`src/rtl/ram_access_pkg.sv`:
```
// Shared types and default widths for the RAM access initiator.
package ram_access_pkg;

    localparam int RAM_ADDR_W = 16;
    localparam int RAM_DATA_W = 32;

    typedef enum logic [2:0] {
        IDLE   = 3'd0,
        SETUP  = 3'd1,
        STROBE = 3'd2,
        HOLD   = 3'd3,
        RESP   = 3'd4
    } state_t;

endpackage

```
`src/rtl/ram_access_ctrl.sv`:
```
// Request/response front end for RAM_2_16x32: one access at a time, sequenced setup -> strobe -> hold.
// Latency S+3 cycles from acceptance to rsp_valid; RESP stalls indefinitely on rsp_ready low.
module ram_access_ctrl
    import ram_access_pkg::*;
#(
    parameter int ADDR_W        = RAM_ADDR_W,
    parameter int DATA_W        = RAM_DATA_W,
    parameter int STROBE_CYCLES = 1
) (
    input  logic              clk,
    input  logic              rst,
    input  logic              req_valid,
    output logic              req_ready,
    input  logic              req_write,
    input  logic [ADDR_W-1:0] req_addr,
    input  logic [DATA_W-1:0] req_wdata,
    output logic              rsp_valid,
    input  logic              rsp_ready,
    output logic              rsp_write,
    output logic [DATA_W-1:0] rsp_rdata,
    output logic              ram_write_enable,
    output logic              ram_read_enable,
    output logic [ADDR_W-1:0] ram_address,
    output logic [DATA_W-1:0] ram_data_input,
    input  logic [DATA_W-1:0] ram_data_output,
    output logic              busy
);

    localparam int             CNT_W       = $clog2(STROBE_CYCLES + 1);
    localparam logic [CNT_W-1:0] STROBE_LOAD = CNT_W'(STROBE_CYCLES);

    state_t            r_state;
    logic [CNT_W-1:0]  r_cnt;
    logic              r_write;
    logic [ADDR_W-1:0] r_addr;
    logic [DATA_W-1:0] r_wdata;
    logic [DATA_W-1:0] r_rdata;
    logic              r_we;
    logic              r_re;
    logic              r_rsp_valid;
    logic              r_req_ready;
    logic              r_busy;

    always_ff @(posedge clk) begin
        if (rst) begin
            r_state     <= IDLE;
            r_cnt       <= '0;
            r_write     <= 1'b0;
            r_addr      <= '0;
            r_wdata     <= '0;
            r_rdata     <= '0;
            r_we        <= 1'b0;
            r_re        <= 1'b0;
            r_rsp_valid <= 1'b0;
            r_req_ready <= 1'b1;
            r_busy      <= 1'b0;
        end else begin
            unique case (r_state)
                IDLE: begin
                    if (req_valid) begin
                        r_write     <= req_write;
                        r_addr      <= req_addr;
                        r_wdata     <= req_write ? req_wdata : '0;
                        r_rdata     <= '0;
                        r_req_ready <= 1'b0;
                        r_busy      <= 1'b1;
                        r_state     <= SETUP;
                    end
                end
                SETUP: begin
                    r_cnt   <= STROBE_LOAD;
                    r_we    <= r_write;
                    r_re    <= ~r_write;
                    r_state <= STROBE;
                end
                STROBE: begin
                    if (r_cnt == CNT_W'(1)) begin
                        // Read data is taken at the edge that closes the final strobe cycle.
                        if (!r_write) begin
                            r_rdata <= ram_data_output;
                        end
                        r_cnt   <= '0;
                        r_we    <= 1'b0;
                        r_re    <= 1'b0;
                        r_state <= HOLD;
                    end else begin
                        r_cnt <= r_cnt - CNT_W'(1);
                    end
                end
                HOLD: begin
                    r_rsp_valid <= 1'b1;
                    r_state     <= RESP;
                end
                RESP: begin
                    if (rsp_ready) begin
                        r_rsp_valid <= 1'b0;
                        r_req_ready <= 1'b1;
                        r_busy      <= 1'b0;
                        r_state     <= IDLE;
                    end
                end
                default: begin
                    r_we        <= 1'b0;
                    r_re        <= 1'b0;
                    r_rsp_valid <= 1'b0;
                    r_req_ready <= 1'b1;
                    r_busy      <= 1'b0;
                    r_state     <= IDLE;
                end
            endcase
        end
    end

    assign req_ready        = r_req_ready;
    assign busy             = r_busy;
    assign rsp_valid        = r_rsp_valid;
    assign rsp_write        = r_write;
    assign rsp_rdata        = r_rdata;
    assign ram_write_enable = r_we;
    assign ram_read_enable  = r_re;
    assign ram_address      = r_addr;
    assign ram_data_input   = r_wdata;

endmodule

```
`config.mk`:
```
export PLATFORM = sky130hd
export DESIGN_NAME = ram_access_ctrl
export DESIGN_NICKNAME = d
export VERILOG_FILES = /design/src/rtl/ram_access_pkg.sv /design/src/rtl/ram_access_ctrl.sv
export SDC_FILE = /design/constraint.sdc
export NUM_CORES = 1
export LEC_CHECK = 0
export BUFFER_PORTS_ARGS = -buffer_cell sky130_fd_sc_hd__buf_2
export CAP_MARGIN = 20
export CORE_ASPECT_RATIO = 1.25
export CORE_MARGIN = 5
export CORE_UTILIZATION = 45
export DETAILED_ROUTE_END_ITERATION = 12
export GPL_ROUTABILITY_DRIVEN = 0
export GPL_TIMING_DRIVEN = 0
export PLACE_DENSITY = 0.88
export RECOVER_POWER = 25
export REMOVE_ABC_BUFFERS = 1
export SETUP_SLACK_MARGIN = 0.05
export SLEW_MARGIN = 20
export SYNTH_ARGS = -nofsm -noshare
export SYNTH_HDL_FRONTEND = slang
export SYNTH_SLANG_ARGS = --single-unit
```
`constraint.sdc`:
```
create_clock -name clk -period 1.65 [get_ports clk]
set_input_delay 0.165 -clock clk [delete_from_list [all_inputs] [get_ports clk]]
set_output_delay 0.165 -clock clk [all_outputs]
set_load 0.01 [all_outputs]
```
==> out/qor.json <==
{
  "synth-adder-area-share": 0,
  "worst_setup_path_start_kind": "register",
  "synthesis.area_per_instance_um2": 9.161,
  "place.detailed.hpwl_mm": 6.061,
  "r2r_setup_slack_ns": 0.15,
  "total_power_divided_by_cell_area_mw_per_mm2": 970.8,
  "num_io_pins": 171,
  "tritoncts_clock_tree": "yes",
  "grt_first_pass_wirelength_mm": 14.66,
  "numPortBuffers": 170,
  "pin_count_of_the_biggest_net_entering_global_routing": 93,
  "die_area_mm2": 0.009379,
  "cts_max_level": 3,
  "r2r_start": "r_state[1]",
  "drv.max_cap_violation_count": 0,
  "via_count": 3314,
  "core.rowCount": 35,
  "stdcell_count": 645,
  "critPathArrivalTime_ns": 1.76,
  "antenna_cells_inserted": 0,
  "ys_types": 29,
  "main_combinational_cell_family_by_area_after_synthesis": "simple AND/OR/NAND/NOR gates",
  "fin_crit_ns": 1.495,
  "ant_nets": 0,
  "simple_gate_portion_of_the_synthesized_area": 0.2248,
  "worst_setup_ep_type": "register",
  "clockRootBuffer": "sky130_fd_sc_hd__clkbuf_8",
  "synth-edff-count": 0,
  "critical_path_peak_fanout": 14,
  "floorplan.die.height_um": 107.0,
  "synthesis.area_mm2": 0.003390,
  "yosys_warnings": 0,
  "share_of_the_cycle_needed_by_the_critical_path_after_routing": 0.9063,
  "placed_cells_incl_taps": 602,
  "yosysMostFrequentCell": "sky130_fd_sc_hd__dfxtp_1",
  "setup-tns-final_ns": 0,
  "globalRouteOverflowTotal": 0,
  "synth_async_sr_flop_share": 0,
  "synth.cells.most_frequent": "90 x sky130_fd_sc_hd__dfxtp_1, 68 x sky130_fd_sc_hd__nand2_1, 56 x sky130_fd_sc_hd__a21oi_1",
  "min_delay_path_depth": 2,
  "crit_type": "register to register",
  "antenna_violations_before_repair": 0,
  "hold_viol": 0,
  "cts_sinks": 90,
  "seq_power_share": 0.525,
  "wire_per_inst_um": 14.40,
  "max_freq_mhz": 668.7,
  "worst_vdd_rail_ir_drop_mv": 0.5714,
  "routed_via_density": 5.138,
  "min_path_type": "input port to register",
  "swShare": 0.2806,
  "power_switching_w": 0.001261,
  "ys_flop_type": "sky130_fd_sc_hd__dfxtp_1",
  "floorplan.initialDensity": 0.4607,
  "setup_violations": 0,
  "timing_worst_slew_pin_value_ns": 0.8584,
  "comb_power_share": 0.172,
  "xor_and_xnor_fraction_of_the_mapped_netlist_area": 0.002584,
  "clock_latency_ns": 0.35,
  "holdCritStartpoint": "ram_data_output[0]",
  "seq_area_frac_synth": 0.5316,
  "timing.critical_path.from": "r_state[1]",
  "rsz0062_at_grt": "yes",
  "clock_slew_at_reported_path_ffs_ns": 0.09,
  "worst_ep_required_time_ns": 1.92,
  "timing.max_slew.rel_slack": 0.4277,
  "detail_route.iter0.violations": 136,
  "post_synth_inst_count": 370,
  "drive_gt1_frac": 0.3128,
  "p_int_w": 0.003233,
  "leakagePower_nw": 1.894,
  "finalPower_w": 0.004494,
  "ranking_of_synthesized_cells_by_area": "sky130_fd_sc_hd__dfxtp_1 53%, sky130_fd_sc_hd__a21oi_1 8.3%, sky130_fd_sc_hd__o2bb2ai_1 8.3%, sky130_fd_sc_hd__nand2_1 7.5%, sky130_fd_sc_hd__nand2b_1 6.5%",
  "nets": 633,
  "die_x_um": 87.63,
  "drt_drc_violations_left": 0,
  "reg2regPathDepth": 6,
  "final.fill_count": 638,
  "max-clock-path-buffers": 2,
  "vias_in_the_first_global_route": 3220,
  "synth_area_leader_cell": "sky130_fd_sc_hd__dfxtp_1",
  "synth-compound-area-share": 0.1798,
  "area_growth_syn_to_layout_pct": 36.58,
  "synth.ff_latch_count": 90,
  "synth_top_area_share": 0.5316,
  "worst_clock_skew_ns": 0.01068,
  "post_synth_mux_area_share": 0.002953,
  "first_pass_drt_iterations": 4,
  "outcome": "finished clean",
  "detail_route.wirelength_mm": 9.288,
  "number_of_buffers_created_by_cts": 9,
  "groute.usage.overall": 0.1924,
  "core-area_mm2": 0.007357,
  "timing_max_transition_violations_final": 0,
  "clock_power_share": 0.303
}
[area by class of cell]
| class | count | area (µm²) | area share |
|---|---|---|---|
| clock buffers | 11 | 141.4 | 0.03054 |
| clock inverters | 5 | 38.79 | 0.008378 |
| inverters | 1 | 3.754 | 0.0008108 |
| multi-input cells | 247 | 1436 | 0.3103 |
| flip-flops and latches | 90 | 1805 | 0.3900 |
| well taps | 92 | 115.1 | 0.02486 |
| repair buffers | 199 | 1089 | 0.2351 |
[flip-flops by register name, indices dropped and copies added, names as in the netlist]
signal	count
ram_write_enable	1
ram_data_input	32
ram_read_enable	1
rsp_rdata	32
rsp_valid	1
r_cnt	1
req_ready	1
r_state	3
busy	1
ram_address	16
rsp_write	1
[per-layer routing]
layer  vias up  share of wire  global-route usage
li1       1625              -                   -
met1      1545           0.38              0.2200
met2       131           0.51              0.3394
met3        13          0.094             0.06072
met4         0          0.012             0.05263
met5         -              0                   0
[critical path, stage by stage, from the launching register on]
cell	delay, ns
sky130_fd_sc_hd__dfxtp_2	0.41
sky130_fd_sc_hd__nor4b_4	0.32
sky130_fd_sc_hd__buf_4	0.16
sky130_fd_sc_hd__buf_6	0.11
sky130_fd_sc_hd__buf_6	0.15
sky130_fd_sc_hd__nand3_1	0.09
sky130_fd_sc_hd__a21oi_1	0.16
[logic make-up after synthesis]
family,after synthesis
AND/OR/NAND/NOR,149
XOR/XNOR,1
buffers and inverters,35
AO/OA/AOI/OAI,94
multiplexers,1
flip-flops,90
[per-stage QoR]
step,utilization,cell area (µm²),hold slack (ns),setup WS [ns]
3_5_place_dp,0.5738,4222,0.3685,-0.4860
2_1_floorplan,-,3196,0.2341,-0.4768
6_report,0.6293,4629,0.01699,0.1546
3_3_place_gp,0.5656,4161,0.3643,-1.150
5_1_grt,0.6293,4629,0.001198,0.02751
4_1_cts,0.6306,4639,0.0007599,0.06758
[cell usage in the layout, fill, tap and decap left out, types with 2 or more instances in the layout]
master and count:
sky130_fd_sc_hd__buf_4 15, sky130_fd_sc_hd__dfxtp_1 87, sky130_fd_sc_hd__a21oi_1 56, sky130_fd_sc_hd__clkbuf_8 10, sky130_fd_sc_hd__nand3_1 32, sky130_fd_sc_hd__nand2_1 68, sky130_fd_sc_hd__o2bb2ai_1 32, sky130_fd_sc_hd__a211oi_1 2
sky130_fd_sc_hd__nor3_4 2, sky130_fd_sc_hd__buf_6 3, sky130_fd_sc_hd__buf_12 3, sky130_fd_sc_hd__clkbuf_1 44, sky130_fd_sc_hd__nand2b_1 35, sky130_fd_sc_hd__dfxtp_2 3, sky130_fd_sc_hd__clkinvlp_4 4, sky130_fd_sc_hd__a21oi_4 2
sky130_fd_sc_hd__nand3b_1 3, sky130_fd_sc_hd__nand4b_1 2, sky130_fd_sc_hd__nor2_1 2, sky130_fd_sc_hd__buf_2 126, sky130_fd_sc_hd__dlygate4sd3_1 9
[final timing paths]
check / end
hold / removal: rsp_rdata[0]
setup / recovery: ram_data_input[26]
hold reg to reg: ram_data_input[30]
setup reg to reg: ram_data_input[26]
[power groups by stage]
| stage | Combinational [W] | Clock, W | Sequential [W] |
|---|---|---|---|
| 5_1_grt | 0.000851 | 0.00151 | 0.00238 |
| 3_5_place_dp | 0.000666 | 0 | 0.00241 |
| 3_3_place_gp | 0.000613 | 0 | 0.00240 |
| 4_1_cts | 0.000764 | 0.00141 | 0.00235 |
| 2_1_floorplan | 0.000274 | 0 | 0.00244 |
| 6_report | 0.000774 | 0.00136 | 0.00236 |
[what timing repair did]
action / in CTS / in global routing
pin swaps: 7 / 1
hold buffers: 9 / 0
setup buffers: 11 / 5
endpoints found under the setup margin: 83 / 81
endpoints found under the hold margin: 9 / 0
cloned: 2 / 0
resized for setup: 4 / 4
Power figures use the tool's default switching activity.
